## src/rtl/spi_aes_master_if.sv

```systemverilog
// Host-side request/response bundle for spi_aes_master.
// The master modport is the host; the slave modport is the SPI master block itself.
interface spi_aes_master_if #(
   parameter int Nk = 4
);
   logic                start;
   logic [127:0]        data_in;
   logic [32*Nk-1:0]    key_in;
   logic [127:0]        data_out;
   logic                busy;
   logic                done;

   modport master (output start, data_in, key_in, input data_out, busy, done);
   modport slave  (input start, data_in, key_in, output data_out, busy, done);
endinterface

```

## src/rtl/spi_aes_master.sv

```systemverilog
// Mode-0 SPI master: shifts out plaintext then key, idles GAP_BITS periods,
// then shifts in a 128-bit ciphertext from the AES slave.
module spi_aes_master #(
   parameter int Nk       = 4,
   parameter int CLK_DIV  = 2,
   parameter int GAP_BITS = 8
) (
   input  logic                clk,
   input  logic                rst,
   spi_aes_master_if.slave     host,
   output logic                SCLK,
   output logic                MOSI,
   input  logic                MISO,
   output logic                CS
);
   localparam int TX_BITS = 128 + 32 * Nk;
   localparam int CNT_W   = $clog2(256 + 32 * Nk + GAP_BITS);
   localparam int DIV_W   = $clog2(CLK_DIV) + 1;

   localparam logic [DIV_W-1:0] DIV_HIGH = DIV_W'(CLK_DIV);
   localparam logic [DIV_W-1:0] DIV_LAST = DIV_W'(2 * CLK_DIV - 1);
   localparam logic [CNT_W-1:0] TX_LAST  = CNT_W'(TX_BITS - 1);
   localparam logic [CNT_W-1:0] GAP_LAST = CNT_W'(GAP_BITS - 1);
   localparam logic [CNT_W-1:0] RX_LAST  = CNT_W'(127);

   typedef enum logic [2:0] {IDLE, TX, GAP, RX, FIN} state_t;

   state_t             state;
   logic [DIV_W-1:0]   div_cnt;
   logic [CNT_W-1:0]   bit_cnt;
   logic [TX_BITS-1:0] tx_sr;
   logic [127:0]       rx_sr;
   logic               in_xfer;
   logic               period_end;

   assign in_xfer    = (state == TX) || (state == GAP) || (state == RX);
   assign period_end = (div_cnt == DIV_LAST);

   always_ff @(posedge clk or negedge rst) begin
      if (!rst) begin
         // NOTE: shift registers are cleared too, so an aborted transfer leaves no stale bits behind.
         state         <= IDLE;
         div_cnt       <= '0;
         bit_cnt       <= '0;
         tx_sr         <= '0;
         rx_sr         <= '0;
         CS            <= 1'b1;
         SCLK          <= 1'b0;
         MOSI          <= 1'b0;
         host.busy     <= 1'b0;
         host.done     <= 1'b0;
         host.data_out <= '0;
      end else begin
         // NOTE: pins are registered decodes of the current state, so they trail the state by one
         // cycle; that lag is what places the CS fall one edge after start is accepted.
         CS        <= !in_xfer;
         SCLK      <= in_xfer && (div_cnt >= DIV_HIGH);
         MOSI      <= (state == TX) && tx_sr[TX_BITS-1];
         host.busy <= in_xfer;
         host.done <= (state == FIN);
         if (state == FIN) host.data_out <= rx_sr;

         // Sample on the same edge that launches SCLK high.
         if (state == RX && div_cnt == DIV_HIGH) rx_sr <= {rx_sr[126:0], MISO};

         if (in_xfer) div_cnt <= period_end ? '0 : div_cnt + 1'b1;

         case (state)
            IDLE: begin
               if (host.start) begin
                  tx_sr   <= {host.data_in, host.key_in};
                  rx_sr   <= '0;
                  div_cnt <= '0;
                  bit_cnt <= '0;
                  state   <= TX;
               end
            end
            TX: begin
               if (period_end) begin
                  tx_sr <= tx_sr << 1;
                  if (bit_cnt == TX_LAST) begin
                     bit_cnt <= '0;
                     state   <= GAP;
                  end else begin
                     bit_cnt <= bit_cnt + 1'b1;
                  end
               end
            end
            GAP: begin
               if (period_end) begin
                  if (bit_cnt == GAP_LAST) begin
                     bit_cnt <= '0;
                     state   <= RX;
                  end else begin
                     bit_cnt <= bit_cnt + 1'b1;
                  end
               end
            end
            RX: begin
               if (period_end) begin
                  if (bit_cnt == RX_LAST) begin
                     bit_cnt <= '0;
                     state   <= FIN;
                  end else begin
                     bit_cnt <= bit_cnt + 1'b1;
                  end
               end
            end
            FIN:     state <= IDLE;
            default: state <= IDLE;
         endcase
      end
   end
endmodule

```

## src/flat_wrapper.sv

```systemverilog
// flat-port wrapper written by rule: the top's interface ports become plain ports
module spi_aes_master_flat 
#(
   parameter int Nk       = 4,
   parameter int CLK_DIV  = 2,
   parameter int GAP_BITS = 8
)
  (clk, rst, SCLK, MOSI, MISO, CS, host_start, host_data_in, host_key_in, host_data_out, host_busy, host_done);
  spi_aes_master_if #(.Nk(Nk)) host_i ();
  input  logic clk;
  input  logic rst;
  output logic SCLK;
  output logic MOSI;
  input  logic MISO;
  output logic CS;
  input wire logic [$bits(host_i.start)-1:0] host_start;
  input wire logic [$bits(host_i.data_in)-1:0] host_data_in;
  input wire logic [$bits(host_i.key_in)-1:0] host_key_in;
  output wire logic [$bits(host_i.data_out)-1:0] host_data_out;
  output wire logic [$bits(host_i.busy)-1:0] host_busy;
  output wire logic [$bits(host_i.done)-1:0] host_done;
  assign host_i.start = host_start;
  assign host_i.data_in = host_data_in;
  assign host_i.key_in = host_key_in;
  assign host_data_out = host_i.data_out;
  assign host_busy = host_i.busy;
  assign host_done = host_i.done;
  spi_aes_master #(.Nk(Nk), .CLK_DIV(CLK_DIV), .GAP_BITS(GAP_BITS)) u_core (.clk(clk), .rst(rst), .host(host_i), .SCLK(SCLK), .MOSI(MOSI), .MISO(MISO), .CS(CS));
endmodule
```

## config.mk

```make
export PLATFORM = sky130hd
export DESIGN_NAME = spi_aes_master_flat
export DESIGN_NICKNAME = d
export VERILOG_FILES = /design/src/rtl/spi_aes_master_if.sv /design/src/rtl/spi_aes_master.sv /design/src/flat_wrapper.sv
export SDC_FILE = /design/constraint.sdc
export NUM_CORES = 1
export LEC_CHECK = 0
export CAP_MARGIN = 20
export CORE_MARGIN = 2
export CORE_UTILIZATION = 32
export CTS_CLUSTER_SIZE = 40
export DETAILED_ROUTE_END_ITERATION = 16
export GPL_TIMING_DRIVEN = 0
export MAX_ROUTING_LAYER = met4
export SYNTH_ARGS = -nofsm -noshare
export SYNTH_HDL_FRONTEND = slang
export SYNTH_SLANG_ARGS = --single-unit
```

## constraint.sdc

```tcl
create_clock -name clk -period 8.05 [get_ports clk]
set_clock_uncertainty 0.15 [all_clocks]
set_input_delay 1.61 -clock clk [delete_from_list [all_inputs] [get_ports clk]]
set_output_delay 1.61 -clock clk [all_outputs]
set_load 0.05 [all_outputs]
```

==> results of run 1 <==
-- power by group through the flow --
| stage | combinational (mW) | sequential, mW | clock, mW |
|---|---|---|---|
| 2_1_floorplan | 1.71 | 3.55 | 0 |
| 3_3_place_gp | 2.33 | 3.62 | 0 |
| 3_5_place_dp | 2.44 | 3.62 | 0 |
| 4_1_cts | 2.44 | 3.58 | 2.85 |
| 5_1_grt | 2.71 | 3.66 | 2.96 |
| 6_report | 2.40 | 3.58 | 2.77 |
-- worst min-delay path, cell delays in order, from the launching register on --
cell     delay [ns]
dfrtp_1        0.34
nand2_1        0.04
o21ai_0        0.06
-- cell families (layout without fill, tap and decap cells) --
group,after synthesis,in the layout,synth area share (%)
AO/OA/AOI/OAI,423,423,9.80
adder cells (fa/ha/maj),5,5,0.279
buffers and inverters,150,657,3.12
flip-flops,531,531,59.2
multiplexers,383,383,17.8
other,0,13,0
AND/OR/NAND/NOR,557,557,9.79
-- registers in the layout, indices dropped and copies added (netlist names) --
register and flops:
u_core.MOSI 1, u_core.div_cnt 2, u_core.rx_sr 128, u_core.host.busy 1
u_core.state 3, u_core.bit_cnt 9, u_core.host.done 1, u_core.tx_sr 256
u_core.CS 1, u_core.SCLK 1, u_core.host.data_out 128
-- per-layer routing --
layer	share of wire, %	GRT usage, %
met2	49	26.9
met3	6.3	4.48
met1	42	20.0
met5	0	-
met4	2.5	5.59
-- worst paths after layout --
path	start	end	slack (ns)	depth (start not counted)
max	u_core.CS$_DFF_PN1_	CS	4.35	1
min	u_core.tx_sr[39]$_DFFE_PN0P_	u_core.tx_sr[39]$_DFFE_PN0P_	0.33	2
max reg2reg	u_core.bit_cnt[0]$_DFFE_PN0P_	u_core.bit_cnt[7]$_DFFE_PN0P_	5.07	11
min reg2reg	u_core.tx_sr[39]$_DFFE_PN0P_	u_core.tx_sr[39]$_DFFE_PN0P_	0.33	2
max in group asynchronous	rst	u_core.rx_sr[86]$_DFF_PN0_	5.35	3
min in group asynchronous	rst	u_core.tx_sr[33]$_DFFE_PN0P_	0.80	1
-- layout make-up --
| class | instances | share of cell area (%) |
|---|---|---|
| sequential | 531 | 44.7 |
| multi-input combinational | 1368 | 28.4 |
| timing repair buffer | 397 | 13.6 |
| clock buffer | 91 | 5.98 |
| tap | 940 | 3.96 |
| buffer | 146 | 2.30 |
| clock inverter | 19 | 0.825 |
| antenna | 13 | 0.109 |
| inverter | 4 | 0.0505 |
-- cell usage in the layout (no fill, tap or decap), drive strengths merged, types with 9 or more instances in the layout --
cell type | Yosys | routed
dfrtp | 530 | 530
diode | 0 | 13
buf | 92 | 98
o21ai | 272 | 272
clkdlybuf4s50 | 0 | 391
clkbuf | 54 | 145
nand2 | 521 | 521
mux2i | 255 | 255
clkinv | 0 | 13
nor2 | 9 | 9
a21oi | 135 | 135
mux2 | 128 | 128
==> impl_metrics.json, run 1 <==
{
  "fp-row-count": 97,
  "crit_path_top_delay_cell": "clkdlybuf4s50_1",
  "max_stage_delay_ns": 0.81,
  "insertion_delay_ns": 0.62,
  "period_share_pct": 46.0,
  "synth_top_flop_cell": "dfrtp_1",
  "cp_cell_sequence": "clkdlybuf4s50_1",
  "synth_commonest_cells": "dfrtp_1 (530), nand2_1 (521), mux2i_1 (255)",
  "holdWs_ns": 0.327,
  "path_max_fanout": 1,
  "io_pins": 393,
  "pre_cts_slack_ns": 3.89,
  "antenna_found_initial": 13,
  "fill_cells": 6480,
  "synth_edf_count": 0,
  "cts_root_buf": "clkbuf_16",
  "setup_viol": 0,
  "ant_nets": 0,
  "period_minus_slack_ns": 3.70,
  "die_x_um": 269,
  "finalWeightedCongestion": 0.796,
  "relSlewSlack_pct": 29.9,
  "die_h_um": 269,
  "power.net_switching_mw": 2.83,
  "worst_path_dominant_cell_family": "buffers and inverters",
  "async_flop_share_pct": 100,
  "via_count": 16509,
  "syn_nets": 2314,
  "pwr-share-clk_pct": 31.7,
  "io_buffers": 392,
  "synthCells": 2049,
  "routed_via_density": 4.70,
  "route.detailed.drc": 0,
  "power.static_leakage_nw": 14.0,
  "hold_viol": 0,
  "synth-seq-cells": 531,
  "areaGrowthSynthToFinish_pct": 32.5,
  "intPower_mw": 5.93,
  "yosysWarnings": 0,
  "rsz0062_at_grt": "no",
  "final_nets": 2771,
  "multi_input_area_mm2": 0.00845,
  "cellPowerDensity_mw_per_mm2": 295,
  "tightest_slew_ns": 1.05,
  "cp-end-kind": "primary output",
  "start_kind": "register",
  "ctsResizeCount": 0,
  "first_pass_iters": 7,
  "fin_ws_ns": 4.35,
  "cp.required_ns": 6.29,
  "die-area_mm2": 0.0723,
  "fmax_mhz": 270,
  "cts_hold_buf": 0,
  "cts.path.max_buffers": 3,
  "yosysMostFrequentCell": "dfrtp_1",
  "grt_max_degree": 128,
  "sw_frac_of_total_pct": 32.3,
  "cts_tree": "built",
  "htreeDepth": 2,
  "start_util_pct": 32.2,
  "drive_gt1_share_pct": 12.9,
  "synth_area_mm2": 0.0224,
  "drt_iter0_markers": 1153,
  "synth_area_leaders": "dfrtp_1 (59%), mux2i_1 (11%), nand2_1 (8.7%)",
  "place_area_mm2": 0.0277,
  "yosysSeqAreaShare_pct": 59.2,
  "seq_area_mm2": 0.0133,
  "yosysTopAreaCell": "dfrtp_1",
  "p_comb_share_pct": 27.4,
  "netlist.area_leader.share_pct": 59.1,
  "wire_per_inst_um": 16.6,
  "crit_arrival_ns": 1.94,
  "grt_use_total_pct": 16.6,
  "grt_pass1_vias": 17022,
  "netlist-cell-type-count": 46,
  "cts_sinks": 531,
  "dp_hpwl_um": 42500,
  "grt_first_pass_wirelength_um": 92900,
  "max_cap_viol_count": 0,
  "seq_power_share_pct": 40.9,
  "hold_class": "register to register",
  "path_class": "register to primary output",
  "cts.clk_slew.worst_paths_ns": 0.06,
  "cts_buffers": 58,
  "fin_cells": 3509,
  "postCtsSetupBuffers": 0,
  "status": "completed",
  "path_buf_inv": 1,
  "fin_util_pct": 42.6,
  "setup_tns_ns": 0,
  "drt-total-wl_um": 58400,
  "core_mm2": 0.0698,
  "ir_drop_v": 0.000171,
  "total_power_mw": 8.76,
  "dp.cells": 3386,
  "final-max-slew-violation-count": 0,
  "grt.overflow.total": 0,
  "syn_avg_cell_area_um2": 11.0,
  "post-route-cell-area_mm2": 0.0297
}
No activity file was read; power rests on OpenSTA's default activity.
==> inputs of run 2 (changes only) <==
==> constraint.sdc (replaced) <==
create_clock -name clk -period 2.97 [get_ports clk]
set_clock_uncertainty 0.15 [all_clocks]
set_input_delay 0.594 -clock clk [delete_from_list [all_inputs] [get_ports clk]]
set_output_delay 0.594 -clock clk [all_outputs]
set_load 0.05 [all_outputs]
==> impl_metrics.json, run 2 (synthesized netlist as in run 1, its figures left out) <==
{
  "post-route-cell-area_mm2": 0.0298,
  "die_x_um": 269,
  "core_mm2": 0.0698,
  "path_max_fanout": 8,
  "rr_worst_depth": 11,
  "path_class": "register to register",
  "cts_sinks": 531,
  "grt_first_pass_wirelength_um": 93000,
  "fmax_mhz": 357,
  "grt_pass1_vias": 17023,
  "cp-end-kind": "register",
  "grt_max_degree": 128,
  "fin_ws_ns": 0.167,
  "grt.overflow.total": 0,
  "cts_buffers": 58,
  "antenna_found_initial": 13,
  "fin_cells": 3511,
  "finalWeightedCongestion": 0.796,
  "ir_drop_v": 0.000465,
  "cp.required_ns": 3.36,
  "route.detailed.drc": 0,
  "start_util_pct": 32.2,
  "setup_viol": 0,
  "final-max-slew-violation-count": 0,
  "cp_cell_sequence": "ha_1, and3_1, and3_1, nand3_1, inv_1, ha_1, nor4b_2, o211ai_1, a31oi_4, a41oi_1, a31oi_1",
  "worstSetupEndpoint": "u_core.bit_cnt[5]$_DFFE_PN0P_",
  "crit_path_top_delay_cell": "dfrtp_1",
  "drive_gt1_share_pct": 13.0,
  "status": "completed",
  "final_nets": 2773,
  "period_minus_slack_ns": 2.80,
  "cts_root_buf": "clkbuf_16",
  "cts.clk_slew.worst_paths_ns": 0.06,
  "max_cap_viol_count": 0,
  "rrSetupSlack_ns": 0.17,
  "setup_tns_ns": 0,
  "die_h_um": 269,
  "crit_arrival_ns": 3.19,
  "die-area_mm2": 0.0723,
  "power.static_leakage_nw": 14.0,
  "max_stage_delay_ns": 0.41,
  "hold_viol": 0,
  "dp_hpwl_um": 42500,
  "top_regs": "u_core.tx_sr (256), u_core.host.data_out (128), u_core.rx_sr (128)",
  "critPathLaunch": "u_core.bit_cnt[0]$_DFFE_PN0P_",
  "fin_util_pct": 42.6,
  "layout_commonest_cell": "dfrtp_1",
  "ant_nets": 0,
  "via_count": 16563,
  "htreeDepth": 2,
  "io_buffers": 392,
  "cts_tree": "built",
  "start_kind": "register",
  "drt-total-wl_um": 58500,
  "grt_use_total_pct": 16.6,
  "routed_via_density": 4.72,
  "holdWs_ns": 0.327,
  "total_power_mw": 23.8,
  "dp.cells": 3386,
  "drt_iter0_markers": 1105,
  "wire_per_inst_um": 16.7,
  "areaGrowthSynthToFinish_pct": 32.6,
  "first_pass_iters": 7,
  "cellPowerDensity_mw_per_mm2": 798,
  "relSlewSlack_pct": 34.1,
  "insertion_delay_ns": 0.62,
  "fp-row-count": 97,
  "cts.path.max_buffers": 3,
  "tightest_slew_ns": 0.989,
  "r2r-end": "u_core.bit_cnt[5]$_DFFE_PN0P_",
  "rsz0062_at_grt": "no",
  "place_area_mm2": 0.0277,
  "io_pins": 393,
  "largest_reg_flops": 256,
  "period_share_pct": 94.4,
  "final_cell_mix": "dfrtp_1 (530), nand2_1 (521), clkdlybuf4s50_1 (391)",
  "top_register": "u_core.tx_sr",
  "pre_cts_slack_ns": -0.174,
  "hold_class": "register to register",
  "worstReg2RegStart": "u_core.bit_cnt[0]$_DFFE_PN0P_"
}
-- run 2: cell types whose count changed in the layout (fill, tap and decap cells not counted), sizes merged --
cell / change
buf: +1
dlygate4sd3: +1
-- run 2: layer usage --
metal	vias to the layer above	wire [µm]	track usage, %
li1	7907	-	-
met1	8175	24700	20.0
met2	385	28600	26.9
met3	96	3710	4.48
met4	0	1440	5.59
met5	-	0	-
-- run 2: layout make-up --
cell class / instances / area, µm²
inverter: 4 / 15.0
sequential: 531 / 13300
timing repair buffer: 399 / 4070
multi-input combinational: 1368 / 8470
tap: 940 / 1180
fill: 6479 / 40000
antenna: 13 / 32.5
clock inverter: 19 / 245
clock buffer: 91 / 1780
buffer: 146 / 684
-- run 2: critical path, delay by kind of cell (launching register included) --
| family | cells | cell delay, ns |
|---|---|---|
| compound gates | 4 | 0.78 |
| fa+ha+maj | 2 | 0.49 |
| buf+inv | 1 | 0.06 |
| flops | 1 | 0.41 |
| simple gates | 4 | 0.85 |
-- run 2: worst min path at each step --
stage / start / endpoint / slack [ns] / depth (start not counted)
finish: u_core.tx_sr[39]$_DFFE_PN0P_ / u_core.tx_sr[39]$_DFFE_PN0P_ / 0.33 / 2
global placement: u_core.tx_sr[255]$_DFFE_PN0P_ / u_core.tx_sr[255]$_DFFE_PN0P_ / 0.31 / 2
CTS: u_core.tx_sr[255]$_DFFE_PN0P_ / u_core.tx_sr[255]$_DFFE_PN0P_ / 0.33 / 2
global route: u_core.tx_sr[84]$_DFFE_PN0P_ / u_core.tx_sr[84]$_DFFE_PN0P_ / 0.35 / 2
detailed placement: u_core.tx_sr[255]$_DFFE_PN0P_ / u_core.tx_sr[255]$_DFFE_PN0P_ / 0.31 / 2
floorplan: rst / u_core.MOSI$_DFF_PN0_ / 0.15 / 0
-- run 2: timing repair --
item	in CTS	in global routing
hold buffers	1	0
endpoints found under the hold margin	58	0
buffers inserted	0	1
resized for setup	1	3
endpoints found under the setup margin	2	5
-- run 2: power breakdown --
group,switching [mW],leakage [nW],internal [mW]
logic,3.79,5.86,2.73
registers,0.910,7.16,8.81
clock network,2.99,1.00,4.53
total,7.69,14.0,16.1
==> variant: new RTL, flow settings as in run 2 <==
The 5 states of `state_t` get a Gray code encoding in 3 bits.
--- a/src/rtl/spi_aes_master.sv
+++ b/src/rtl/spi_aes_master.sv
@@ -23,7 +23,7 @@
    localparam logic [CNT_W-1:0] GAP_LAST = CNT_W'(GAP_BITS - 1);
    localparam logic [CNT_W-1:0] RX_LAST  = CNT_W'(127);
 
-   typedef enum logic [2:0] {IDLE, TX, GAP, RX, FIN} state_t;
+   typedef enum logic [2:0] {IDLE = 3'b000, TX = 3'b001, GAP = 3'b011, RX = 3'b010, FIN = 3'b110} state_t;
 
    state_t             state;
    logic [DIV_W-1:0]   div_cnt;
Formal check against the unedited RTL: no difference found for any inputs over 4 cycles, from zero or initial values and one cycle with rst low; so few cycles prove little.
==> variant against run 2 <==
  * Sequential cell count unchanged
  * Routed wire length rose by 3.0%
  * Synthesized area grew 0.11%
  * Critical path type is now flip-flop to primary output
  * Setup slack improved by 140 ps
  * Global-route usage increased by 0.44 points
  * Final area decreased by 0.41%
Power is not compared: it rests on default switching activity, and its combinational part moved more than twofold at a synthesized area within 25%.
==> variant: results (changes against run 2) <==
metric,value,unit,change
worstHoldEndpoint,u_core.host.data_out[3]$_DFFE_PN0P_,,
nFillCells,6710,,+3.6%
timing.critical_path.to,CS,,
globalRouteMet1Util,20.27,%,+0.25 points
gp_congestion,0.8136,,+2.3%
wire_per_inst,15.99,um,-4.0%
drive_above_1_share,6.724,%,-6.3 points
final_nets,3034,,+9.4%
relSlewSlack,39.07,%,+5.0 points
cp_max_fo,1,,-7
reg2reg_to,u_core.bit_cnt[7]$_DFFE_PN0P_,,
ys_seq_area_share,59.16,%,-0.063 points
dr_wl_met3,3.588,mm,-3.4%
yosys-mux-area-fraction,11.46,%,-6.3 points
slowest_delay,800,ps,+390 ps
clockRootBuffer,clkbuf_16,,
clkbuf_count,83,,-8.8%
hp-class,flip-flop to flip-flop,,
pre_cts_slack,-503.7,ps,-330.0 ps
grt_max_degree,124,,-3.1%
rrSetupSlack,310,ps,+140 ps
met2_usage,28.12,%,+1.2 points
async_reset_ff_share,100.0,%,unchanged
syn-num-nets,2578,,+11%
hold_depth,2,,unchanged
cts_buffers,57,,-1.7%
clkTransAtPathRegs,60,ps,about the same
critPathTopFamily,buffers and inverters,,
dp_hpwl,43.94,mm,+3.3%
post_cts_resized,0,,-1
multi_input_area_share,28.46,%,about the same
cp.arrival,1920,ps,-1270 ps
inverters,6,,+2
met3_usage,4.274,%,-0.21 points
post-route-period-util,89.72,%,-4.6 points
clock_area_share,6.422,%,-0.37 points
num-multi-input-gates,1617,,+18%
synth-compound-area-share,9.719,%,-0.083 points
vias,17640,,+6.5%
wl_met2,29.84,mm,+4.3%
drtIter0Drc,1071,,-3.1%
synth_fa_ha_area_share,0.2785,%,-0.00030 points
antennaDiodeCount,17,,+4
hp-start,u_core.host.data_out[3]$_DFFE_PN0P_,,
synth_area_leaders,"dfrtp_1, nand2_1, mux2i_1, o21ai_1, a21oi_1",,
antenna_found_initial,16,,+3
synth_top_family_by_area,simple AND/OR/NAND/NOR gates,,
cts_setup_buffers,0,,unchanged
grt.total_usage,17.05,%,+0.44 points
synth_cell_type_count,47,,+2.2%
wl_met1,25.22,mm,+1.9%
status,completed,,
cp-startpoint,u_core.CS$_DFF_PN1_,,
grt_pass1_wl,95.70,mm,+3.0%
synth_common_cells,"nand2_1, dfrtp_1, o21ai_1",,
num-nonclk-buffers,556,,+2.0%
area_share_nonclk_buffers,16.09,%,+0.11 points
postCtsHoldBufs,1,,unchanged
critPathSlowestCell,clkdlybuf4s50_1,,
==> variant: cell count changes in the layout (fill, tap and decap cells not counted), sizes merged, moves of 4 or more <==
cell	change
clkbuf	+6
nand2	+385
mux2	-127
diode	+4
o21ai	-9
==> variant: through the flow <==
step / cell area, um^2 / cells / hold slack [ps] / setup TNS [ps]
3_3_place_gp: 27560 / 3645 / 310.9 / -
6_report: 29640 / 3768 / 320.4 / 0
3_5_place_dp: 27680 / 3649 / 308.5 / -56640
2_1_floorplan: 22460 / 2313 / 148.4 / 0
4_1_cts: 29590 / 3751 / 322.5 / 0
5_1_grt: 29630 / 3767 / 335.2 / 0
==> variant: cells by family (layout without fill, tap and decap cells) <==
| group | after synthesis | after routing |
|---|---|---|
| AO/OA/AOI/OAI | 417 | 417 |
| adder cells (fa/ha/maj) | 5 | 5 |
| buffers and inverters | 165 | 663 |
| flip-flops | 531 | 531 |
| multiplexers | 257 | 257 |
| other | 0 | 17 |
| AND/OR/NAND/NOR | 938 | 938 |
